### config.mk
export PLATFORM = sky130hd
export DESIGN_NAME = reg_cmd_sequencer_flat
export DESIGN_NICKNAME = d
export VERILOG_FILES = /design/src/rtl/reg_cmd_sequencer_if.sv /design/src/rtl/reg_cmd_sequencer.sv /design/src/flat_wrapper.sv
export SDC_FILE = /design/constraint.sdc
export NUM_CORES = 1
export LEC_CHECK = 0
export CAP_MARGIN = 20
export CORE_MARGIN = 1.5
export CORE_UTILIZATION = 45
export CTS_CLUSTER_DIAMETER = 40
export DETAILED_ROUTE_END_ITERATION = 6
export PLACE_DENSITY = 0.73
export SYNTH_ARGS = -nofsm -noshare
export SYNTH_HDL_FRONTEND = slang
export SYNTH_SLANG_ARGS = --single-unit
### constraint.sdc
create_clock -name clk -period 6.9 [get_ports clk]
set_input_delay 1.725 -clock clk [delete_from_list [all_inputs] [get_ports clk]]
set_output_delay 1.725 -clock clk [all_outputs]
set_load 0.02 [all_outputs]
### src/rtl/reg_cmd_sequencer_if.sv
// -----------------------------------------------------------------------------
// reg_cmd_sequencer_if
//
// Purpose:
//   Bundles the three buses the command sequencer works with: the command
//   stream from the Master FPGA link, the response stream back to it, and the
//   strobe/data bus to the channel register block.
//
// Signals:
//   rx_word/rx_valid/rx_ready      incoming command/data words (valid/ready)
//   tx_word/tx_valid/tx_ready      outgoing readback data and trailers
//   reg_rx_data                    data bus to the register block
//   reg_num_le/reg_wr_en/reg_rd_en register block strobes
//   reg_tx_data                    register block readback word
//   illegal_reg_num                register block "bad register number" flag
//
// Modports:
//   master  the sequencer side (drives strobes, rx_ready and the tx stream)
//   slave   the environment side (link endpoints and register block)
// -----------------------------------------------------------------------------
interface reg_cmd_sequencer_if;
  logic [31:0] rx_word;
  logic        rx_valid;
  logic        rx_ready;

  logic [31:0] tx_word;
  logic        tx_valid;
  logic        tx_ready;

  logic [31:0] reg_rx_data;
  logic        reg_num_le;
  logic        reg_wr_en;
  logic        reg_rd_en;
  logic [31:0] reg_tx_data;
  logic        illegal_reg_num;

  modport master (
    input  rx_word, rx_valid, tx_ready, reg_tx_data, illegal_reg_num,
    output rx_ready, tx_word, tx_valid, reg_rx_data, reg_num_le,
           reg_wr_en, reg_rd_en
  );

  modport slave (
    output rx_word, rx_valid, tx_ready, reg_tx_data, illegal_reg_num,
    input  rx_ready, tx_word, tx_valid, reg_rx_data, reg_num_le,
           reg_wr_en, reg_rd_en
  );
endinterface

### src/rtl/reg_cmd_sequencer.sv
// -----------------------------------------------------------------------------
// reg_cmd_sequencer
//
// Purpose:
//   Sits directly upstream of the channel register block. Consumes command
//   words from the Master FPGA link, executes burst register writes and reads
//   over consecutive register numbers, and returns readback words followed by
//   a single status trailer per accepted header.
//
//   Command:  header {op[3:0], ignored[11:0], count[15:0]}, start register A,
//             then count data words for writes (op 1 = write, op 2 = read).
//   Trailer:  {op[3:0], err[3:0], 8'h00, done[15:0]}
//             err[0] bad opcode, err[1] illegal register, err[2] write
//             timeout, err[3] reserved 0; done = words written or read.
//
// Parameters:
//   TIMEOUT_CYCLES  max clk cycles to wait for a write/drain data word
//                   (must fit in 24 bits).
//
// Ports:
//   clk      interconnect clock, the only clock
//   reset_n  synchronous active-low reset
//   bus      reg_cmd_sequencer_if.master (rx stream, tx stream, register bus)
//   busy     high in every state except IDLE
// -----------------------------------------------------------------------------
module reg_cmd_sequencer #(
  parameter int unsigned TIMEOUT_CYCLES = 1250000
) (
  input  logic                       clk,
  input  logic                       reset_n,
  reg_cmd_sequencer_if.master        bus,
  output logic                       busy
);

  localparam logic [3:0] OP_WR = 4'h1;
  localparam logic [3:0] OP_RD = 4'h2;

  localparam logic [23:0] TMO_LIMIT = TIMEOUT_CYCLES[23:0];

  localparam logic [3:0] S_IDLE       = 4'd0;
  localparam logic [3:0] S_GET_ADDR   = 4'd1;
  localparam logic [3:0] S_LOAD       = 4'd2;
  localparam logic [3:0] S_CHECK      = 4'd3;
  localparam logic [3:0] S_WR_WAIT    = 4'd4;
  localparam logic [3:0] S_WR_STROBE  = 4'd5;
  localparam logic [3:0] S_RD_STROBE  = 4'd6;
  localparam logic [3:0] S_RD_CAPTURE = 4'd7;
  localparam logic [3:0] S_RD_SEND    = 4'd8;
  localparam logic [3:0] S_DRAIN      = 4'd9;
  localparam logic [3:0] S_TRAILER    = 4'd10;

  logic [3:0]  state_q, state_d;
  logic [3:0]  op_q,    op_d;      // opcode of the command in flight
  logic [15:0] cnt_q,   cnt_d;     // requested word count N
  logic [31:0] addr_q,  addr_d;    // current register number
  logic [15:0] done_q,  done_d;    // words actually written or read
  logic [2:0]  err_q,   err_d;     // sticky error bits err[2:0]
  logic [23:0] tmo_q,   tmo_d;     // cycles spent waiting for a data word
  logic [15:0] drain_q, drain_d;   // words still to discard in DRAIN
  logic [31:0] bus_q,   bus_d;     // last value driven on reg_rx_data
  logic [31:0] txw_q,   txw_d;     // captured readback word
  logic        run_q;              // low for the cycle following a reset edge

  logic        rx_fire;
  logic        tx_fire;
  logic        tmo_hit;
  logic        last_word;

  // ---------------------------------------------------------------------------
  // Handshakes and output decode
  // ---------------------------------------------------------------------------
  // rx_ready depends only on state, never on rx_valid, so the upstream side can
  // hold a word without any combinational loop through this block.
  assign bus.rx_ready = run_q && ((state_q == S_IDLE)    ||
                                  (state_q == S_GET_ADDR) ||
                                  (state_q == S_WR_WAIT)  ||
                                  (state_q == S_DRAIN));

  assign rx_fire = bus.rx_valid && bus.rx_ready;

  assign bus.tx_valid = (state_q == S_RD_SEND) || (state_q == S_TRAILER);
  assign tx_fire      = bus.tx_valid && bus.tx_ready;

  // The trailer is built from registers that cannot change while TRAILER
  // waits for tx_ready, so tx_word stays stable under backpressure.
  assign bus.tx_word = (state_q == S_TRAILER) ?
                       {op_q, 1'b0, err_q, 8'h00, done_q} : txw_q;

  assign bus.reg_num_le = (state_q == S_LOAD);
  assign bus.reg_wr_en  = (state_q == S_WR_STROBE);
  assign bus.reg_rd_en  = (state_q == S_RD_STROBE);

  // During LOAD the address appears on the bus in the same cycle as the strobe;
  // otherwise the bus shows the held register (write data lands there on
  // accept, so it is already stable for WR_STROBE).
  assign bus.reg_rx_data = (state_q == S_LOAD) ? addr_q : bus_q;

  assign busy = (state_q != S_IDLE);

  assign tmo_hit   = ((tmo_q + 24'd1) == TMO_LIMIT);
  assign last_word = ((done_q + 16'd1) == cnt_q);

  // ---------------------------------------------------------------------------
  // Next-state logic
  // ---------------------------------------------------------------------------
  always_comb begin
    // NOTE: every variable gets a default before the case statement; a path
    // that left one unassigned would infer a latch.
    state_d = state_q;
    op_d    = op_q;
    cnt_d   = cnt_q;
    addr_d  = addr_q;
    done_d  = done_q;
    err_d   = err_q;
    drain_d = drain_q;
    bus_d   = bus_q;
    txw_d   = txw_q;
    // The timeout counter only advances in the two waiting states, so it
    // is zero on every entry to them.
    tmo_d   = '0;

    case (state_q)
      S_IDLE: begin
        if (rx_fire) begin
          op_d   = bus.rx_word[31:28];
          cnt_d  = bus.rx_word[15:0];
          done_d = '0;
          err_d  = '0;
          if ((bus.rx_word[31:28] == OP_WR) || (bus.rx_word[31:28] == OP_RD)) begin
            state_d = S_GET_ADDR;
          end else begin
            // No address word follows a bad header; the next word is a header.
            err_d[0] = 1'b1;
            state_d  = S_TRAILER;
          end
        end
      end

      S_GET_ADDR: begin
        if (rx_fire) begin
          addr_d  = bus.rx_word;
          state_d = (cnt_q == 16'd0) ? S_TRAILER : S_LOAD;
        end
      end

      S_LOAD: begin
        bus_d   = addr_q;
        state_d = S_CHECK;
      end

      S_CHECK: begin
        // illegal_reg_num reflects the number latched by the LOAD strobe.
        if (bus.illegal_reg_num) begin
          err_d[1] = 1'b1;
          if (op_q == OP_WR) begin
            // The remaining write data is still on its way and must be consumed
            // so the link stays aligned on command boundaries.
            drain_d = cnt_q - done_q;
            state_d = S_DRAIN;
          end else begin
            state_d = S_TRAILER;
          end
        end else begin
          state_d = (op_q == OP_WR) ? S_WR_WAIT : S_RD_STROBE;
        end
      end

      S_WR_WAIT: begin
        if (rx_fire) begin
          bus_d   = bus.rx_word;
          state_d = S_WR_STROBE;
        end else if (tmo_hit) begin
          err_d[2] = 1'b1;
          state_d  = S_TRAILER;
        end else begin
          tmo_d = tmo_q + 24'd1;
        end
      end

      S_WR_STROBE: begin
        done_d  = done_q + 16'd1;
        addr_d  = addr_q + 32'd1;
        state_d = last_word ? S_TRAILER : S_LOAD;
      end

      S_RD_STROBE: begin
        state_d = S_RD_CAPTURE;
      end

      S_RD_CAPTURE: begin
        // Readback is valid exactly one cycle after reg_rd_en.
        txw_d   = bus.reg_tx_data;
        state_d = S_RD_SEND;
      end

      S_RD_SEND: begin
        if (tx_fire) begin
          done_d  = done_q + 16'd1;
          addr_d  = addr_q + 32'd1;
          state_d = last_word ? S_TRAILER : S_LOAD;
        end
      end

      S_DRAIN: begin
        if (rx_fire) begin
          if (drain_q == 16'd1) begin
            state_d = S_TRAILER;
          end else begin
            drain_d = drain_q - 16'd1;
          end
        end else if (tmo_hit) begin
          err_d[2] = 1'b1;
          state_d  = S_TRAILER;
        end else begin
          tmo_d = tmo_q + 24'd1;
        end
      end

      S_TRAILER: begin
        if (tx_fire) begin
          state_d = S_IDLE;
        end
      end

      default: begin
        state_d = S_IDLE;
      end
    endcase
  end

  // ---------------------------------------------------------------------------
  // State registers
  // ---------------------------------------------------------------------------
  // NOTE: sequential state uses non-blocking assignments so every register
  // samples the pre-edge value of every other register.
  always_ff @(posedge clk) begin
    if (!reset_n) begin
      state_q <= S_IDLE;
      op_q    <= '0;
      cnt_q   <= '0;
      addr_q  <= '0;
      done_q  <= '0;
      err_q   <= '0;
      tmo_q   <= '0;
      drain_q <= '0;
      bus_q   <= '0;
      txw_q   <= '0;
      run_q   <= 1'b0;
    end else begin
      state_q <= state_d;
      op_q    <= op_d;
      cnt_q   <= cnt_d;
      addr_q  <= addr_d;
      done_q  <= done_d;
      err_q   <= err_d;
      tmo_q   <= tmo_d;
      drain_q <= drain_d;
      bus_q   <= bus_d;
      txw_q   <= txw_d;
      run_q   <= 1'b1;
    end
  end

endmodule

### src/flat_wrapper.sv
// flat-port wrapper written by rule: the top's interface ports become plain ports
module reg_cmd_sequencer_flat 
#(
  parameter int unsigned TIMEOUT_CYCLES = 1250000
)
  (clk, reset_n, busy, bus_rx_word, bus_rx_valid, bus_tx_ready, bus_reg_tx_data, bus_illegal_reg_num, bus_rx_ready, bus_tx_word, bus_tx_valid, bus_reg_rx_data, bus_reg_num_le, bus_reg_wr_en, bus_reg_rd_en);
  reg_cmd_sequencer_if bus_i ();
  input  logic clk;
  input  logic reset_n;
  output logic busy;
  input wire logic [$bits(bus_i.rx_word)-1:0] bus_rx_word;
  input wire logic [$bits(bus_i.rx_valid)-1:0] bus_rx_valid;
  input wire logic [$bits(bus_i.tx_ready)-1:0] bus_tx_ready;
  input wire logic [$bits(bus_i.reg_tx_data)-1:0] bus_reg_tx_data;
  input wire logic [$bits(bus_i.illegal_reg_num)-1:0] bus_illegal_reg_num;
  output wire logic [$bits(bus_i.rx_ready)-1:0] bus_rx_ready;
  output wire logic [$bits(bus_i.tx_word)-1:0] bus_tx_word;
  output wire logic [$bits(bus_i.tx_valid)-1:0] bus_tx_valid;
  output wire logic [$bits(bus_i.reg_rx_data)-1:0] bus_reg_rx_data;
  output wire logic [$bits(bus_i.reg_num_le)-1:0] bus_reg_num_le;
  output wire logic [$bits(bus_i.reg_wr_en)-1:0] bus_reg_wr_en;
  output wire logic [$bits(bus_i.reg_rd_en)-1:0] bus_reg_rd_en;
  assign bus_i.rx_word = bus_rx_word;
  assign bus_i.rx_valid = bus_rx_valid;
  assign bus_i.tx_ready = bus_tx_ready;
  assign bus_i.reg_tx_data = bus_reg_tx_data;
  assign bus_i.illegal_reg_num = bus_illegal_reg_num;
  assign bus_rx_ready = bus_i.rx_ready;
  assign bus_tx_word = bus_i.tx_word;
  assign bus_tx_valid = bus_i.tx_valid;
  assign bus_reg_rx_data = bus_i.reg_rx_data;
  assign bus_reg_num_le = bus_i.reg_num_le;
  assign bus_reg_wr_en = bus_i.reg_wr_en;
  assign bus_reg_rd_en = bus_i.reg_rd_en;
  reg_cmd_sequencer #(.TIMEOUT_CYCLES(TIMEOUT_CYCLES)) u_core (.clk(clk), .reset_n(reset_n), .bus(bus_i), .busy(busy));
endmodule
Word-level counts from Yosys, hierarchy flattened
Cells that the tools add are included.

storage, ports and cells
  register bits = 180
  output and inout port bits = 70
  logic and storage cells = 112

operators by class
  equal/unequal tests = 28
  bitwise operators = 2
  multiplexer cells = 37
  add/sub/neg operators = 5
  reduce and logical (&&, ||, !) cells = 27

operator list
  kind                   number
  $mux 32                4
  $mux 16                6
  $pmux 32 s3            1
  $pmux 32 s2            1
  $mux 4                 12
  $pmux 16 s3            1
  $pmux 4 s11            1
  $add 32x1->32 const B  1
  $pmux 16 s2            1
  $add 24x1->24 const B  1
  $eq 24x21->1 const B   1
  $add 16x1->16 const B  1
  $eq 16x1->1 const B    1
  $eq 16x16->1           1
  $eq 4x3->1 const B     4
  $logic_not 16->1       1
  $ne 2x1->1 const B     8
  $sub 16x1->16 const B  1
  $sub 16x16->16         1
  $eq 4x1->1 const B     3
  $eq 4x2->1 const B     3
  $eq 4x4->1 const B     3
  $reduce_and 5->1       2
  $reduce_and 3->1       3
  17 further kinds       37

Longest topological paths before layout
Gate-level depths: netlist of the first run.

  depth after elaboration = 8
  gate-level depth with buffers = 11
  gate-level depth less buffers = 11

Worst setup path before layout of the first run
Ideal clock, no wire load.

  kind = reg-to-output
  from = reg u_core.state_q[1]
  to = out bus_reg_rx_data[22]
  slack = 3.180 ns
  arrival time = 1.995 ns
  stages on the path, launching flop included = 6
  path buffers = 2
  path through = dfxtp_1 -> buf_2 -> nand2_1 -> nor3_1 -> clkbuf_1 -> mux2_2

on the way
  word-level cells in the longest chain between the ends = 2

RTL lines
  item                      line                      text
  start: declaration        reg_cmd_sequencer.sv:52   logic [3:0] state_q, state_d;
  start signal: assignment  reg_cmd_sequencer.sv:250  state_q <= state_d;
  $eq 4x2->1                n/a
  via bus_reg_num_le        flat_wrapper.sv:20        output wire logic [$bits(bus_i.reg_num_le)-1:0] bus_reg_num_le;
  $mux 32                   reg_cmd_sequencer.sv:96   assign bus.reg_rx_data = (state_q == S_LOAD) ? addr_q : bus_q;
  end: declaration          flat_wrapper.sv:19        output wire logic [$bits(bus_i.reg_rx_data)-1:0] bus_reg_rx_data;

The timed path passes the listed nets, and every way through them passes these cells.

Worst setup path after layout of the first run
  from = reg u_core.state_q[1]
  to = out bus_reg_rx_data[1]

on the way
  word-level cells in the longest chain between the ends = 2

RTL lines
  item        line
  $eq 4x2->1  reg_cmd_sequencer.sv:96
  $mux 32     reg_cmd_sequencer.sv:96

No other way between the ends.

==> key figures, run 1 <==
Cells and area
  • End-of-flow core utilization: 0.5571
  • N_diodes: 0
  • Most common library cell in the layout ignoring fill and taps: sky130_fd_sc_hd__nand2_1
  • Layout cells sized above 1: 0.09524
  • Area growth, synth to finish: 20.31%
  • Post-layout nets: between 1500 and 2000
  • Commonest cells after routing, fill and taps aside: sky130_fd_sc_hd__nand2_1 (244), sky130_fd_sc_hd__dfxtp_1 (180), sky130_fd_sc_hd__nor2_1 (150), sky130_fd_sc_hd__a21oi_1 (147), sky130_fd_sc_hd__clkdlybuf4s50_1 (138)

Synth
  • Post-Syn Area: 10580 um^2
  • Distinct cell type count of the synthesized netlist: 74
  • Net Count, Synth: 1491
  • Synth async-reset ratio: 0
  • Portion of the post-synthesis area used by sequential elements: 0.3406
  • Number of warnings printed during yosys synthesis: 0
  • Number of cells produced by synthesis: 1401
  • Count of state elements after synthesis: 180
  • Count of flip-flops with a built-in enable after synthesis: 0
  • Average cell area after synthesis: 7.551 um^2
  • Most instantiated flip-flop cell in the synthesis netlist: sky130_fd_sc_hd__dfxtp_1

Floorplan
  • Height of the die: 156.3 um
  • Starting density of the core: 0.4630
  • Area enclosed by the die boundary: 24440 um^2
  • Core footprint: 22850 um^2
  • Num ports: 139
  • Die outline width: 156.3 um
  • Site Rows: 55

Placement
  • DPL Wire Length: ~21 mm
  • Pre-CTS worst setup slack: 2.022 ns
  • Routability congestion estimate from global placement: 0.9130
  • Port Buffer Count: 138

Drt
  • Routed vias: 10390
  • DRC violation count after routing: 8
  • First drt pass iteration count: 7
  • Detailed Route WL: 30.01 mm
  • Antenna violation net count after detailed routing: 0
  • Number of vias per cell: roughly 5.8
  • Wire length per cell: between 15 and 20 um
  • Initial detailed-routing violation count: 1129

CTS
  • Clock buffers created by TritonCTS: 17
  • Clock sink count: 180
  • Number of setup buffers added after CTS: 0
  • Level count of the clock H-tree: 4
  • CTS clock-pin slew for the worst setup and hold paths: 0.07 ns
  • Maximum root-to-sink buffer count: 2
  • Gates resized, CTS repair: 0
  • Clock tree from TritonCTS: yes
  • Root cell of the clock tree: sky130_fd_sc_hd__clkbuf_16
  • Post-CTS Hold Fix Bufs: 0
  • Worst skew pair latency: between 0.4 and 0.5 ns

Run status
  • Run status: finished with violations
  • Violated checks: design-rule violations

STA
  • Setup WS post-layout: 2.097 ns
  • Post-route worst hold slack: 0.4580 ns
  • Actual transition at the worst max-transition pin: 1.141 ns
  • Setup TNS Final: 0 ns
  • Pins over their slew limit: 0
  • Number of failing setup endpoints in the final timing report: 0
  • Final period util: 0.6961
  • Fin. Hold Viols: 0
  • Tightest slew margin relative to the limit: 0.2393
  • RSZ-0062 raised after global routing: false
  • Worst clock skew: roughly 0.015 ns
  • Minimum clock period after layout: 4.803 ns
  • Highest clock frequency the design can meet: 208.2 MHz

Min path
  • Hold Path End: u_core.txw_q[10]$_SDFFE_PN0P_
  • Worst Hold Path Cells: 2
  • Hold Path Class: reg2reg
  • Start point of the worst hold path: u_core.txw_q[10]$_SDFFE_PN0P_

Critical path
  • Critical path class: reg2out
  • Top fanout value on the critical path: 34
  • Type of destination of the critical path: output port
  • FF-to-FF path depth: 8
  • Worst EP arrival: 3.08 ns
  • Required time of the critical path: between 5 and 6 ns
  • Worst R2R Setup Slack: 3.07 ns
  • Destination of the worst register-to-register timing path: u_core.done_q[2]$_SDFFE_PN0P_
  • R2R Path Start: u_core.state_q[3]$_SDFFE_PN0P_
  • CP startpoint kind: flop
  • CP Launch Point: u_core.state_q[1]$_SDFFE_PN0P_

Global route
  • GRT Total Usage: 0.2450
  • Overflow left after global routing: 0
  • Number of global-route vias before repair: 9528
  • Initial antenna violation count: 0
  • Maximum number of pins on one net before global-route repair: 70
  • Wire length of the first global-routing pass: about 49 mm

Pwr
  • Static Leak: 4.463 nW
  • P per Cell Area: between 200 and 300 nW/um^2
  • Peak VDD IR: 0.0002123 V

Run
  • Maximum capacitance violations: 0
power breakdown:
group	switching [W]	internal (W)	leakage (nW)
logic	0.000795	0.000615	2.72
clock network	0.000466	0.000478	0.282
registers	0.000150	0.00117	1.46
cell type report:
| cell class | instances | area [um^2] |
|---|---|---|
| fillers | 2148 | 10120 |
| multi-input cells | 1092 | 6490 |
| flip-flops and latches | 180 | 3603 |
| repair buffers | 153 | 1550 |
| clock buffers | 17 | 425.4 |
| well taps | 313 | 391.6 |
| clock inverters | 15 | 136.4 |
| inverters | 34 | 130.1 |
synthesized netlist by cell type, types with 3 or more instances:
cell,instances,share of area
sky130_fd_sc_hd__a21oi_1,149,0.070
sky130_fd_sc_hd__mux2_2,56,0.060
sky130_fd_sc_hd__and2_1,12,0.0071
sky130_fd_sc_hd__a31oi_1,14,0.0083
sky130_fd_sc_hd__nor4b_1,3,0.0025
sky130_fd_sc_hd__inv_1,33,0.012
sky130_fd_sc_hd__buf_1,9,0.0032
sky130_fd_sc_hd__nand2b_1,9,0.0053
sky130_fd_sc_hd__buf_2,14,0.0066
sky130_fd_sc_hd__a22oi_1,6,0.0043
sky130_fd_sc_hd__dfxtp_1,180,0.34
sky130_fd_sc_hd__ha_1,20,0.024
sky130_fd_sc_hd__o22ai_1,11,0.0065
sky130_fd_sc_hd__xnor2_1,29,0.024
sky130_fd_sc_hd__and4_1,9,0.0075
sky130_fd_sc_hd__and3_1,27,0.016
sky130_fd_sc_hd__a21o_1,10,0.0071
sky130_fd_sc_hd__nor2_1,151,0.054
sky130_fd_sc_hd__nor3_1,32,0.015
sky130_fd_sc_hd__o31ai_1,5,0.0035
sky130_fd_sc_hd__xor2_1,25,0.021
sky130_fd_sc_hd__nor4_1,9,0.0053
sky130_fd_sc_hd__nor3b_1,3,0.0021
sky130_fd_sc_hd__o211ai_1,3,0.0021
sky130_fd_sc_hd__nand3b_1,6,0.0043
sky130_fd_sc_hd__o21a_1,10,0.0071
sky130_fd_sc_hd__or2_2,8,0.0047
sky130_fd_sc_hd__nand2_1,244,0.087
sky130_fd_sc_hd__clkbuf_1,70,0.025
sky130_fd_sc_hd__mux2i_1,4,0.0038
sky130_fd_sc_hd__a311oi_1,34,0.028
sky130_fd_sc_hd__o221a_2,9,0.0096
sky130_fd_sc_hd__nor2b_1,13,0.0077
sky130_fd_sc_hd__nand4_1,15,0.0089
sky130_fd_sc_hd__a211oi_1,18,0.013
sky130_fd_sc_hd__or3_1,10,0.0059
sky130_fd_sc_hd__o21ai_0,58,0.027
sky130_fd_sc_hd__nand3_1,39,0.018
sky130_fd_sc_hd__o21ai_1,3,0.0014
worst max path at each step:
stage | end | cells past startpoint
after floorplan | bus_reg_rx_data[22] | 5
after global placement | u_core.done_q[7]$_SDFFE_PN0P_ | 8
after detailed placement | u_core.done_q[7]$_SDFFE_PN0P_ | 8
after CTS | bus_tx_word[25] | 4
after global routing | bus_reg_rx_data[6] | 5
final | bus_reg_rx_data[1] | 5
cell families after synthesis:
group	share of synthesized area
fa+ha+maj	0.02555
mux	0.06339
simple gates	0.2672
flops	0.3406
compound gates	0.2097
buf+inv	0.04885
xor+xnor	0.04471
critical path: stages, from the launching register on:
cell and delay (ns):
sky130_fd_sc_hd__dfxtp_1 0.79, sky130_fd_sc_hd__nand2_1 0.24, sky130_fd_sc_hd__nor3_2 0.18, sky130_fd_sc_hd__buf_4 0.46, sky130_fd_sc_hd__mux2_2 0.42, sky130_fd_sc_hd__clkdlybuf4s50_1 0.54
per-stage QoR:
step,total power (W),std cells,area [um^2]
2_1_floorplan,0.002275,1401,10580
3_3_place_gp,0.002687,1768,12080
3_5_place_dp,0.002718,1769,12100
4_1_cts,0.003663,1801,12660
5_1_grt,0.003885,1804,12730
6_report,0.003672,1804,12730
state kept, by name (all words and copies together), names as in the netlist:
name and cells:
u_core.op_q 4, u_core.done_q 16, u_core.cnt_q 16, u_core.state_q 4, u_core.txw_q 32, u_core.run_q 1
u_core.addr_q 32, u_core.err_q 3, u_core.drain_q 16, u_core.tmo_q 24, u_core.bus_q 32
per-layer routing:
metal  global-route usage  wire, um
met4              0.07755       639
met1               0.3413     13910
met5                    0         0
met3              0.04431      2153
met2               0.3829     13310
No activity file was read; power rests on OpenSTA's default activity.
==> run 2, diff against run 1 <==
- PLACE_DENSITY: 0.73 -> 0.76
- clock period: 6.9 -> 3.9 ns (I/O delays scaled with it)
==> key figures, run 2 (same netlist as run 1, synthesis figures left out) <==
Run status
  • Run status: completed

Global route
  • Maximum number of pins on one net before global-route repair: 66
  • Number of global-route vias before repair: roughly 10000
  • Initial antenna violation count: 0
  • Overflow left after global routing: 0
  • Wire length of the first global-routing pass: 49.26 mm
  • GRT Total Usage: 0.2483

Pwr
  • Net switching component of the power: 0.002466 W
  • P per Cell Area: 518.0 nW/um^2
  • Share of total power consumed by net switching: 0.3721
  • Static Leak: 4.504 nW
  • Gate power share: 0.385
  • Internal portion of total power: 0.004162 W
  • Peak VDD IR: 0.0003178 V
  • Clock Power Share: 0.268
  • Relative contribution of sequential cells to total power: 0.347

STA
  • Tightest slew margin relative to the limit: 0.3574
  • Fin. Hold Viols: 0
  • Highest clock frequency the design can meet: 270.0 MHz
  • RSZ-0062 raised after global routing: false
  • Setup WS post-layout: 0.1968 ns
  • Setup TNS Final: 0 ns
  • Worst clock skew: approximately 0.008 ns
  • Actual transition at the worst max-transition pin: between 0.9 and 1 ns
  • Number of failing setup endpoints in the final timing report: 0
  • Pins over their slew limit: 0
  • Minimum clock period after layout: 3.703 ns
  • Final period util: 0.9495

Placement
  • DPL Wire Length: roughly 21 mm
  • Pre-CTS worst setup slack: 0.6489 ns
  • Routability congestion estimate from global placement: 0.9613
  • Placed Instance Area: approximately 12000 um^2
  • Port Buffer Count: 138

Cells and area
  • Storage cell area: approximately 3600 um^2
  • Post-Layout Inst Area: between 10000 and 15000 um^2
  • Combined area of the multi-input logic cells: between 6000 and 7000 um^2
  • Fillcell total: about 2200
  • End-of-flow core utilization: 0.5600
  • Post-layout nets: between 1500 and 2000
  • Most common library cell in the layout ignoring fill and taps: sky130_fd_sc_hd__nand2_1
  • N_diodes: 0
  • Area growth, synth to finish: 20.95%
  • Registers with the highest flip-flop counts: u_core.addr_q x32, u_core.bus_q x32, u_core.txw_q x32
  • Commonest cells after routing, fill and taps aside: sky130_fd_sc_hd__nand2_1 (244), sky130_fd_sc_hd__dfxtp_1 (180), sky130_fd_sc_hd__nor2_1 (150), sky130_fd_sc_hd__a21oi_1 (147), sky130_fd_sc_hd__clkdlybuf4s50_1 (138)
  • Layout cells sized above 1: 0.1000

CTS
  • Root cell of the clock tree: sky130_fd_sc_hd__clkbuf_16
  • CTS clock-pin slew for the worst setup and hold paths: ~0.070 ns
  • Number of setup buffers added after CTS: 0
  • Level count of the clock H-tree: 4
  • Post-CTS Hold Fix Bufs: 0
  • Clock tree from TritonCTS: yes
  • Worst skew pair latency: 0.44 ns
  • Gates resized, CTS repair: 0
  • Clock sink count: 180
  • Maximum root-to-sink buffer count: 2
  • Clock buffers created by TritonCTS: 17

Drt
  • Highest metal layer used by the detailed router: met4
  • Met3 Wirelength: 1.768 mm
  • Antenna violation net count after detailed routing: 0
  • Routed vias: 10480
  • Amount of wire on met2 after detailed routing: ~14 mm
  • DRC violation count after routing: 0
  • Initial detailed-routing violation count: around 710
  • Wire length per cell: 16.58 um
  • Detailed Route WL: 30.06 mm
  • Number of vias per cell: 5.780
  • Sum of routed wire segments on met1: 13.25 mm
  • First drt pass iteration count: 5

Floorplan
  • Site Rows: 55
  • Starting density of the core: 0.4630
  • Height of the die: 156.3 um
  • Area enclosed by the die boundary: 24440 um^2
  • Num ports: approximately 140
  • Core footprint: 22850 um^2
  • Die outline width: 156.3 um

Critical path
  • CP startpoint kind: flop
  • CP Buf/Inv Count: 3
  • Category of cells accounting for the largest share of critical-path delay: buffers and inverters
  • Top fanout value on the critical path: 34
  • Required time of the critical path: roughly 2.9 ns
  • Worst path cell trace: inv_1 -> nand2_1 -> nor3_2 -> buf_4 -> mux2_2 -> clkdlybuf4s50_1
  • Type of destination of the critical path: output port
  • Worst path slowest cell: sky130_fd_sc_hd__clkdlybuf4s50_1
  • Maximum single-stage delay on the critical path: between 0.5 and 0.6 ns
  • Worst EP arrival: 2.73 ns
  • Critical path class: reg2out

Run
  • Maximum capacitance violations: 0

Min path
  • Hold Path Class: reg2reg
-- run 2: worst reg2reg max path: cells and delay by family, from the launching register on --
kind / cells / cell delay, ns
and+or+nand+nor: 2 / 0.52
AOI/OAI and AO/OA: 5 / 1.19
buffers and inverters: 1 / 0.12
adders and majority gates: 1 / 0.31
xor gates and xnor gates: 1 / 0.21
DFF: 1 / 0.50
-- run 2: power by group through the flow --
stage	combinational (W)	sequential, W	clock [W]
3_5_place_dp	0.00251	0.00233	0
6_report	0.00255	0.00230	0.00177
4_1_cts	0.00253	0.00229	0.00179
2_1_floorplan	0.00179	0.00223	0
3_3_place_gp	0.00244	0.00233	0
5_1_grt	0.00280	0.00232	0.00189
-- run 2: cell type report --
| class | instances | share of cell area |
|---|---|---|
| multi-input combinational | 1092 | 0.5072 |
| sequential | 180 | 0.2816 |
| timing repair buffer | 163 | 0.1236 |
| clock buffer | 20 | 0.03569 |
| tap | 313 | 0.03061 |
| clock inverter | 11 | 0.01105 |
| inverter | 34 | 0.01017 |
-- run 2: routing by layer --
| metal | vias up | GRT usage |
|---|---|---|
| met3 | 64 | 0.04763 |
| met4 | 0 | 0.08844 |
| met5 | - | 0 |
| li1 | 5124 | - |
| met1 | 4928 | 0.3197 |
| met2 | 364 | 0.4138 |
-- run 2: worst paths after layout --
check / from / end / slack [ns] / cells after the start
worst max register to register: u_core.done_q[1]$_SDFFE_PN0P_ / u_core.drain_q[15]$_SDFFE_PN0P_ / 0.95 / 10
worst min register to register: u_core.txw_q[16]$_SDFFE_PN0P_ / u_core.txw_q[16]$_SDFFE_PN0P_ / 0.45 / 2
worst min-delay path: u_core.txw_q[16]$_SDFFE_PN0P_ / u_core.txw_q[16]$_SDFFE_PN0P_ / 0.45 / 2
worst max-delay path: u_core.state_q[2]$_SDFFE_PN0P_ / bus_reg_rx_data[8] / 0.20 / 6
-- run 2: metrics by stage --
| stage | instances | power (W) | hold slack (ns) |
|---|---|---|---|
| floorplan | 1401 | 0.004025 | 0.4313 |
| global placement | 1782 | 0.004774 | 0.4382 |
| detailed placement | 1782 | 0.004843 | 0.4424 |
| CTS | 1813 | 0.006620 | 0.4525 |
| global route | 1813 | 0.007008 | 0.4688 |
| finish | 1813 | 0.006628 | 0.4508 |
